**src/rtl/riscv_pkg.sv**
```systemverilog
// Shared RISC-V front-end types and constants for the fetch unit.
// Holds the machine width, the canonical NOP encoding and the fetch FSM state type.
package riscv_pkg;

    localparam int XLEN = 32;
    localparam logic [XLEN-1:0] INSTR_NOP = 32'h0000_0013;

    typedef enum logic {
        RUN   = 1'b0,
        FLUSH = 1'b1
    } fetch_state_t;

    // Instruction fetches are always 32-bit aligned; the low two bits are dropped.
    function automatic logic [XLEN-1:0] word_align(input logic [XLEN-1:0] addr);
        return {addr[XLEN-1:2], 2'b00};
    endfunction

endpackage

```
**src/rtl/fetch_fifo.sv**
```systemverilog
// Small synchronous FIFO with a combinational head, synchronous flush and
// simultaneous push/pop; used for both the instruction buffer and the PC tag queue.
module fetch_fifo #(
    parameter int DEPTH = 2,
    parameter int WIDTH = 32
) (
    input  logic                         clk,
    input  logic                         reset,
    input  logic                         i_flush,
    input  logic                         i_push,
    input  logic [WIDTH-1:0]             i_push_data,
    input  logic                         i_pop,
    output logic [WIDTH-1:0]             o_head,
    output logic                         o_full,
    output logic                         o_empty,
    output logic [$clog2(DEPTH+1)-1:0]   o_count
);

    localparam int CW = $clog2(DEPTH + 1);
    localparam int AW = (DEPTH > 1) ? $clog2(DEPTH) : 1;

    logic [WIDTH-1:0] r_mem [DEPTH];
    logic [AW-1:0]    r_wr_ptr;
    logic [AW-1:0]    r_rd_ptr;
    logic [CW-1:0]    r_count;
    logic             w_do_push;
    logic             w_do_pop;

    // Explicit wrap so non-power-of-two depths behave.
    function automatic logic [AW-1:0] ptr_inc(input logic [AW-1:0] p);
        return (p == AW'(DEPTH - 1)) ? '0 : p + 1'b1;
    endfunction

    assign o_full    = (r_count == CW'(DEPTH));
    assign o_empty   = (r_count == '0);
    assign o_count   = r_count;
    assign o_head    = r_mem[r_rd_ptr];
    assign w_do_pop  = i_pop && !o_empty;
    assign w_do_push = i_push && (!o_full || w_do_pop);

    always_ff @(posedge clk or negedge reset) begin
        if (!reset) begin
            r_wr_ptr <= '0;
            r_rd_ptr <= '0;
            r_count  <= '0;
        end else if (i_flush) begin
            r_wr_ptr <= '0;
            r_rd_ptr <= '0;
            r_count  <= '0;
        end else begin
            if (w_do_push) r_wr_ptr <= ptr_inc(r_wr_ptr);
            if (w_do_pop)  r_rd_ptr <= ptr_inc(r_rd_ptr);
            r_count <= r_count + CW'(w_do_push) - CW'(w_do_pop);
        end
    end

    always_ff @(posedge clk) begin
        if (w_do_push && !i_flush) r_mem[r_wr_ptr] <= i_push_data;
    end

endmodule

```
**src/rtl/if_fetch_unit.sv**
```systemverilog
// Instruction fetch unit: issues in-order word fetches, buffers returned words with
// their PCs, presents them to the IF/IM stage and drains stale responses after redirects.
module if_fetch_unit
    import riscv_pkg::*;
#(
    parameter logic [31:0] RESET_PC = 32'h0000_0000,
    parameter int          DEPTH    = 2
) (
    input  logic             clk,
    input  logic             reset,
    input  logic             redirect_valid,
    input  logic [XLEN-1:0]  redirect_pc,
    input  logic             stall,
    output logic             imem_req_valid,
    input  logic             imem_req_ready,
    output logic [XLEN-1:0]  imem_req_addr,
    input  logic             imem_rsp_valid,
    input  logic [XLEN-1:0]  imem_rsp_data,
    output logic             op_en_out,
    output logic [XLEN-1:0]  pc_out,
    output logic [XLEN-1:0]  instr_out
);

    localparam int CW = $clog2(DEPTH + 1);

    fetch_state_t        r_state;
    fetch_state_t        w_state_next;
    logic [XLEN-1:0]     r_fetch_pc;
    logic [CW-1:0]       r_outstanding;
    logic [CW-1:0]       w_outstanding_next;
    logic [CW:0]         w_inflight;
    logic                w_req_xfer;
    logic                w_rsp_ok;

    logic                w_buf_push;
    logic                w_buf_full;
    logic                w_buf_empty;
    logic [CW-1:0]       w_buf_count;
    logic [2*XLEN-1:0]   w_buf_head;

    logic                w_tag_pop;
    logic                w_tag_full;
    logic                w_tag_empty;
    logic [CW-1:0]       w_tag_count;
    logic [XLEN-1:0]     w_tag_head;

    // Gating with reset keeps the request line low while reset is held.
    assign w_inflight     = {1'b0, r_outstanding} + {1'b0, w_buf_count};
    assign imem_req_valid = reset && (r_state == RUN) && !redirect_valid
                            && (w_inflight < (CW+1)'(DEPTH));
    assign imem_req_addr  = r_fetch_pc;
    assign w_req_xfer     = imem_req_valid && imem_req_ready;

    // Responses with nothing outstanding are a protocol violation and are dropped.
    assign w_rsp_ok   = imem_rsp_valid && (r_outstanding != '0);
    assign w_tag_pop  = w_rsp_ok && (r_state == RUN);
    assign w_buf_push = w_tag_pop && !redirect_valid;

    assign w_outstanding_next = r_outstanding + CW'(w_req_xfer) - CW'(w_rsp_ok);

    assign op_en_out = !w_buf_empty && !stall && !redirect_valid;
    assign pc_out    = op_en_out ? w_buf_head[2*XLEN-1:XLEN] : '0;
    assign instr_out = op_en_out ? w_buf_head[XLEN-1:0]      : '0;

    always_comb begin
        w_state_next = r_state;
        if (redirect_valid) begin
            w_state_next = (w_outstanding_next != '0) ? FLUSH : RUN;
        end else if ((r_state == FLUSH) && (w_outstanding_next == '0)) begin
            w_state_next = RUN;
        end
    end

    always_ff @(posedge clk or negedge reset) begin
        if (!reset) begin
            r_state       <= RUN;
            r_fetch_pc    <= RESET_PC;
            r_outstanding <= '0;
        end else begin
            r_state       <= w_state_next;
            r_outstanding <= w_outstanding_next;
            if (redirect_valid) begin
                r_fetch_pc <= word_align(redirect_pc);
            end else if (w_req_xfer) begin
                r_fetch_pc <= r_fetch_pc + 32'd4;
            end
        end
    end

    fetch_fifo #(
        .DEPTH (DEPTH),
        .WIDTH (2*XLEN)
    ) u_instr_buf (
        .clk         (clk),
        .reset       (reset),
        .i_flush     (redirect_valid),
        .i_push      (w_buf_push),
        .i_push_data ({w_tag_head, imem_rsp_data}),
        .i_pop       (op_en_out),
        .o_head      (w_buf_head),
        .o_full      (w_buf_full),
        .o_empty     (w_buf_empty),
        .o_count     (w_buf_count)
    );

    // PC of each in-flight request, consumed in order as responses return.
    fetch_fifo #(
        .DEPTH (DEPTH),
        .WIDTH (XLEN)
    ) u_pc_tags (
        .clk         (clk),
        .reset       (reset),
        .i_flush     (redirect_valid),
        .i_push      (w_req_xfer),
        .i_push_data (r_fetch_pc),
        .i_pop       (w_tag_pop),
        .o_head      (w_tag_head),
        .o_full      (w_tag_full),
        .o_empty     (w_tag_empty),
        .o_count     (w_tag_count)
    );

    a_rsp_expected: assert property (@(posedge clk) disable iff (!reset)
        imem_rsp_valid |-> (r_outstanding != '0));

    a_no_overflow: assert property (@(posedge clk) disable iff (!reset)
        !(w_buf_full && w_buf_push && !op_en_out) && !(w_tag_full && w_req_xfer && !w_tag_pop));

    a_tag_in_sync: assert property (@(posedge clk) disable iff (!reset)
        (r_state == RUN) |-> ((w_tag_count == r_outstanding) && (w_buf_push -> !w_tag_empty)));

endmodule

```
**config.mk**
```make
export PLATFORM = sky130hd
export DESIGN_NAME = if_fetch_unit
export DESIGN_NICKNAME = d
export VERILOG_FILES = /design/src/rtl/riscv_pkg.sv /design/src/rtl/fetch_fifo.sv /design/src/rtl/if_fetch_unit.sv
export SDC_FILE = /design/constraint.sdc
export NUM_CORES = 1
export LEC_CHECK = 0
export CORE_UTILIZATION = 50
export DETAILED_ROUTE_END_ITERATION = 10
export PLACE_DENSITY_LB_ADDON = 0.2
export SYNTH_ARGS = -nofsm -noshare
export SYNTH_HDL_FRONTEND = slang
export SYNTH_SLANG_ARGS = --single-unit
```
**constraint.sdc**
```tcl
create_clock -name clk -period 11.57 [get_ports clk]
set_clock_uncertainty 0.2 [all_clocks]
set_input_delay 1.7355 -clock clk [delete_from_list [all_inputs] [get_ports clk]]
set_output_delay 1.7355 -clock clk [all_outputs]
set_load 0.01 [all_outputs]
```
==> impl_metrics.env, run 1 <==
export IMPL_final_common_cell="edfxtp_1"
export IMPL_drive_gt1_share_pct=10.4
export IMPL_required_ns=9.63
export IMPL_grt_max_degree=67
export IMPL_power_switching_mw=0.497
export IMPL_netlist_area_um2=9310
export IMPL_setup_viol=0
export IMPL_clk_pin_slew_ns=0.06
export IMPL_power_mw=2.06
export IMPL_dp_cells=1011
export IMPL_worstSetupStartpoint="redirect_valid"
export IMPL_synth_cell_types=46
export IMPL_cp_arrival_ns=4.07
export IMPL_synth_warning_count=0
export IMPL_p_sw_share_pct=24.1
export IMPL_rrSetupSlack_ns=7.35
export IMPL_via_count=5817
export IMPL_fin_tns_setup_ns=0
export IMPL_final_core_util_pct=66.0
export IMPL_ys_ff_latch=225
export IMPL_clock_sinks=225
export IMPL_synth_top_area_share_pct=59.4
export IMPL_yosys_most_used_dff="edfxtp_1"
export IMPL_io_buffers=161
export IMPL_seq_power_share_pct=49.8
export IMPL_worst_path_stages=7
export IMPL_crit_slowest_cell="buf_4"
export IMPL_track_usage_pct=20.2
export IMPL_outcome="complete, but fails checks"
export IMPL_critPathLaunchType="primary input"
export IMPL_r2r_start="u_instr_buf.o_count[0]$_DFF_PN0_"
export IMPL_cp_cell_sequence="clkdlybuf4s50_1 -> buf_4 -> nor2_1 -> o21ai_4 -> buf_4 -> nor2_1 -> clkdlybuf4s50_1"
export IMPL_postCtsHoldBufs=0
export IMPL_antenna_found_initial=0
export IMPL_grt_overflow=0
export IMPL_ant_nets=0
export IMPL_grt_first_pass_wirelength_um=30400
export IMPL_async_flop_share_pct=18.2
export IMPL_root_buffer="clkbuf_16"
export IMPL_hold_violations=0
export IMPL_antenna_cells=0
export IMPL_area_delta_synth_final_pct=28.3
export IMPL_post_cts_resized=0
export IMPL_cts_buffers=23
export IMPL_r2r_cells=8
export IMPL_r2r_end="u_pc_tags.r_mem[1][2]$_DFFE_PP_"
export IMPL_maxSlewViolCount=0
export IMPL_post_drt_wl_per_cell_um=18.2
export IMPL_dieArea_um2=19200
export IMPL_ys_seq_area_share_pct=70.4
export IMPL_wl_um=19200
export IMPL_period_share_pct=51.9
export IMPL_pre_cts_ws_ns=5.56
export IMPL_start_util_pct=51.5
export IMPL_drt_initial_drc_count=391
export IMPL_pwr_share_comb_pct=13.5
export IMPL_p_leak_nw=4.14
export IMPL_path_class="in -> out"
export IMPL_slew_headroom_pct=24.3
export IMPL_cp_endpoint="pc_out[2]"
export IMPL_max_freq_ghz=0.167
export IMPL_htree_levels=1
export IMPL_synth_edff_count=184
export IMPL_violations="DRC"
export IMPL_vias_per_cell=5.53
export IMPL_layout_min_cycle_time_ns=6.00
export IMPL_cts_tree="done"
export IMPL_grt_pass1_vias=5870
export IMPL_critPathBufInv=4
export IMPL_critPathTopFamily="buffers and inverters"
export IMPL_cap_violations=0
export IMPL_place_gp_congestion=0.866
export IMPL_slowest_delay_ns=0.54
export IMPL_final_cell_mix="edfxtp_1 (184), clkdlybuf4s50_1 (160), nor2_1 (88)"
export IMPL_core_area_um2=18100
export IMPL_firstDrtPassIters=10
export IMPL_worst_pin_slew_ns=1.14
export IMPL_avgSynthCellArea_um2=14.5
export IMPL_p_int_mw=1.57
export IMPL_yosys_top_cells_area="edfxtp_1 (59%), dfrtp_1 (11%), mux2i_1 (7.3%)"
export IMPL_die_w_um=138
export IMPL_rsz0062_at_grt="false"
export IMPL_die_y_um=138
export IMPL_ir_drop_uv=122
export IMPL_syn_instance_count=643
export IMPL_row_count=49
export IMPL_instances_no_fill=1052
export IMPL_yosysTopAreaCell="edfxtp_1"
export IMPL_fin_nets=885
export IMPL_worstPathMaxFanout=66
export IMPL_clock_latency_ns=0.50
export IMPL_clockBufferDepth=3
export IMPL_drc=28
export IMPL_fin_ws_ns=5.57
export IMPL_dp_hpwl_um=12200
export IMPL_p_per_area_nw_per_um2=173
export IMPL_post_cts_buffers=0
export IMPL_holdCritPathClass="reg -> reg"
export IMPL_clkPwrFrac_pct=36.8
export IMPL_num_io_pins=168
export IMPL_end_kind="output pin"
-- cell type report --
class                   instances  area [um2]
fillers                      1271        6140
repair buffers                169        1670
multi-input cells             377        2600
clock inverters                 8         120
flip-flops and latches        225        6560
well taps                     229         287
clock buffers                  33         673
inverters                      11        41.3
-- power by group through the flow --
| stage | clock network, mW | registers [mW] | logic (mW) |
|---|---|---|---|
| floorplan | 0 | 1.01 | 0.171 |
| global placement | 0 | 1.04 | 0.270 |
| detailed placement | 0 | 1.04 | 0.280 |
| CTS | 0.772 | 1.03 | 0.282 |
| global route | 0.806 | 1.04 | 0.304 |
| finish | 0.759 | 1.03 | 0.278 |
-- cell usage after synthesis, types with 8 or more instances --
master,number
buf_1,12
nand2_1,38
edfxtp_1,184
mux2_2,30
o211ai_1,8
dfrtp_1,41
nor2_1,88
nand3_1,26
inv_1,10
o21ai_0,19
clkbuf_1,9
mux2i_1,68
nand4_1,11
-- sequential cells by signal, indices dropped and copies added (netlist names) --
signal	cells
u_instr_buf.r_rd_ptr	1
u_instr_buf.r_wr_ptr	1
u_instr_buf.o_count	2
imem_req_addr	30
u_pc_tags.r_mem	60
u_pc_tags.o_count	2
u_pc_tags.r_wr_ptr	1
u_pc_tags.r_rd_ptr	1
u_instr_buf.r_mem	124
r_state	1
r_outstanding	2
-- worst register-to-register path: cells and delay by family, from the launching register on --
family                     cells  cell delay [ns]
adders and majority gates      1             0.44
buffers and inverters          2             0.88
DFF                            1             0.43
and+or+nand+nor                5             1.93
-- how the worst min path moves through the flow --
| stage | endpoint | from | depth (start not counted) | slack, ns |
|---|---|---|---|---|
| 3_5_place_dp | u_instr_buf.r_mem[1][46]$_DFFE_PP_ | u_pc_tags.r_mem[1][14]$_DFFE_PP_ | 1 | 0.35 |
| 5_1_grt | u_instr_buf.r_mem[1][56]$_DFFE_PP_ | u_pc_tags.r_mem[1][24]$_DFFE_PP_ | 1 | 0.37 |
| 4_1_cts | u_instr_buf.r_mem[1][56]$_DFFE_PP_ | u_pc_tags.r_mem[1][24]$_DFFE_PP_ | 1 | 0.36 |
| 3_3_place_gp | r_outstanding[0]$_DFF_PN0_ | r_outstanding[0]$_DFF_PN0_ | 1 | 0.33 |
| 2_1_floorplan | r_outstanding[0]$_DFF_PN0_ | r_outstanding[0]$_DFF_PN0_ | 1 | 0.31 |
| 6_report | u_instr_buf.r_mem[0][39]$_DFFE_PP_ | u_pc_tags.r_mem[0][7]$_DFFE_PP_ | 1 | 0.36 |
-- layer usage --
metal	vias up	wire length, um	track usage, %
met1	2844	7710	24.7
li1	2727	-	-
met2	208	9740	35.5
met3	38	1260	3.71
met4	0	453	7.87
met5	-	0	0
-- stage by stage --
step	hold slack, ns	cell area, um2
5_1_grt	0.373	11900
3_5_place_dp	0.348	11200
3_3_place_gp	0.326	11200
6_report	0.358	11900
4_1_cts	0.361	11900
2_1_floorplan	0.309	9320
-- kinds of logic after synthesis --
family,after synthesis,synth area share (%)
adders and majority gates,8,1.16
and+or+nand+nor,200,10.3
AOI/OAI and AO/OA,59,4.41
DFF,225,70.4
muxes,98,10.9
xor gates and xnor gates,8,0.753
other,1,0.0403
buffers and inverters,44,2.07
Power figures use the tool's default switching activity.
==> run 2, diff against run 1 <==
==> constraint.sdc (replaced) <==
create_clock -name clk -period 5.8 [get_ports clk]
set_clock_uncertainty 0.2 [all_clocks]
set_input_delay 0.87 -clock clk [delete_from_list [all_inputs] [get_ports clk]]
set_output_delay 0.87 -clock clk [all_outputs]
set_load 0.01 [all_outputs]
==> impl_metrics.env, run 2 (synthesis results as in run 1) <==
export IMPL_violations="DRC"
export IMPL_post_cts_resized=0
export IMPL_dieArea_um2=19200
export IMPL_fin_tns_setup_ns=0
export IMPL_seq_area_um2=6560
export IMPL_clockBufferDepth=3
export IMPL_fin_nets=888
export IMPL_max_freq_ghz=0.234
export IMPL_htree_levels=1
export IMPL_pre_cts_ws_ns=1.51
export IMPL_fillers=1285
export IMPL_core_area_um2=18100
export IMPL_cts_tree="done"
export IMPL_finalInstanceArea_um2=11900
export IMPL_cts_buffers=24
export IMPL_multi_input_comb_area_um2=2600
export IMPL_drive_gt1_share_pct=9.79
export IMPL_maxSlewViolCount=0
export IMPL_rsz0062_at_grt="false"
export IMPL_grt_pass1_vias=5962
export IMPL_layout_min_cycle_time_ns=4.27
export IMPL_drc=28
export IMPL_num_io_pins=168
export IMPL_largest_reg_flops=124
export IMPL_grt_max_degree=67
export IMPL_wl_um=19700
export IMPL_clock_sinks=225
export IMPL_antenna_found_initial=0
export IMPL_grt_first_pass_wirelength_um=31100
export IMPL_place_gp_congestion=0.836
export IMPL_p_per_area_nw_per_um2=342
export IMPL_outcome="complete, but fails checks"
export IMPL_period_share_pct=73.6
export IMPL_slew_headroom_pct=22.4
export IMPL_cp_arrival_ns=3.20
export IMPL_top_register="u_instr_buf.r_mem"
export IMPL_post_drt_wl_per_cell_um=18.7
export IMPL_final_cell_mix="edfxtp_1 (184), clkdlybuf4s50_1 (160), nor2_1 (88)"
export IMPL_track_usage_pct=20.8
export IMPL_cap_violations=0
export IMPL_r2r_cells=7
export IMPL_grt_overflow=0
export IMPL_end_kind="output pin"
export IMPL_path_class="in -> out"
export IMPL_io_buffers=161
export IMPL_firstDrtPassIters=7
export IMPL_ir_drop_uv=242
export IMPL_die_w_um=138
export IMPL_die_y_um=138
export IMPL_hold_violations=0
export IMPL_required_ns=4.73
export IMPL_via_count=5818
export IMPL_dp_hpwl_um=12200
export IMPL_setup_viol=0
export IMPL_critPathLaunchType="primary input"
export IMPL_final_common_cell="edfxtp_1"
export IMPL_clk_pin_slew_ns=0.06
export IMPL_clock_latency_ns=0.50
export IMPL_r2r_start="u_instr_buf.o_count[0]$_DFF_PN0_"
export IMPL_fin_ws_ns=1.53
export IMPL_worstPathMaxFanout=66
export IMPL_vias_per_cell=5.51
export IMPL_start_util_pct=51.5
export IMPL_area_delta_synth_final_pct=28.3
export IMPL_antenna_cells=0
export IMPL_holdCritPathClass="in -> async"
export IMPL_p_leak_nw=4.14
export IMPL_power_mw=4.09
export IMPL_post_cts_buffers=0
export IMPL_rrSetupSlack_ns=2.51
export IMPL_r2r_end="u_pc_tags.r_mem[0][3]$_DFFE_PP_"
export IMPL_dpl_cell_area_um2=11200
export IMPL_root_buffer="clkbuf_16"
export IMPL_postCtsHoldBufs=0
export IMPL_ant_nets=0
export IMPL_worst_pin_slew_ns=1.16
export IMPL_drt_initial_drc_count=368
export IMPL_row_count=49
run 2: cell count changes in the layout (fill, tap and decap cells not counted), sizes merged:
| cell | change |
|---|---|
| buf | +2 |
| clkbuf | -1 |
| clkinv | +5 |
| clkinvlp | -2 |
run 2: worst max-delay path by stage:
stage | startpoint | endpoint | slack (ns) | cells after the start
after floorplan | redirect_valid | u_instr_buf.r_mem[0][0]$_DFFE_PP_ | 1.01 | 4
after global placement | redirect_valid | pc_out[6] | 1.54 | 7
after detailed placement | redirect_valid | pc_out[29] | 1.51 | 7
after CTS | redirect_valid | pc_out[29] | 1.51 | 7
after global routing | redirect_valid | instr_out[14] | 1.40 | 7
final | redirect_valid | pc_out[9] | 1.53 | 7
run 2: where the power goes:
part | internal [mW] | leakage (nW) | switching (mW)
registers | 1.90 | 2.17 | 0.152
logic | 0.292 | 1.59 | 0.263
clock network | 0.917 | 0.376 | 0.566
run 2: through the flow:
stage	hold WS (ns)	util, %	std cells
3_3_place_gp	0.335	61.7	1013
5_1_grt	0.282	66.0	1056
4_1_cts	0.252	66.0	1056
6_report	0.246	66.0	1056
3_5_place_dp	0.350	61.7	1013
2_1_floorplan	0.309	-	646
run 2: critical path: stages:
cell and delay, ns:
clkdlybuf4s50_1 0.45, buf_4 0.38, nor2_1 0.15, o21ai_4 0.08
buf_4 0.59, nor2_1 0.13, clkdlybuf4s50_1 0.52
run 2: area by class of cell:
type,count,area share [%]
Sequential cell,225,54.9
Multi-Input combinational cell,377,21.8
Timing Repair Buffer,171,14.1
Clock buffer,32,5.46
Tap cell,229,2.40
Clock inverter,11,1.03
Inverter,11,0.346
run 2: layer usage:
layer  GRT usage [%]  routed length (um)
met5               0                   0
met1            24.5                7660
met3            4.33                1380
met2            37.2               10100
met4            8.40                 595
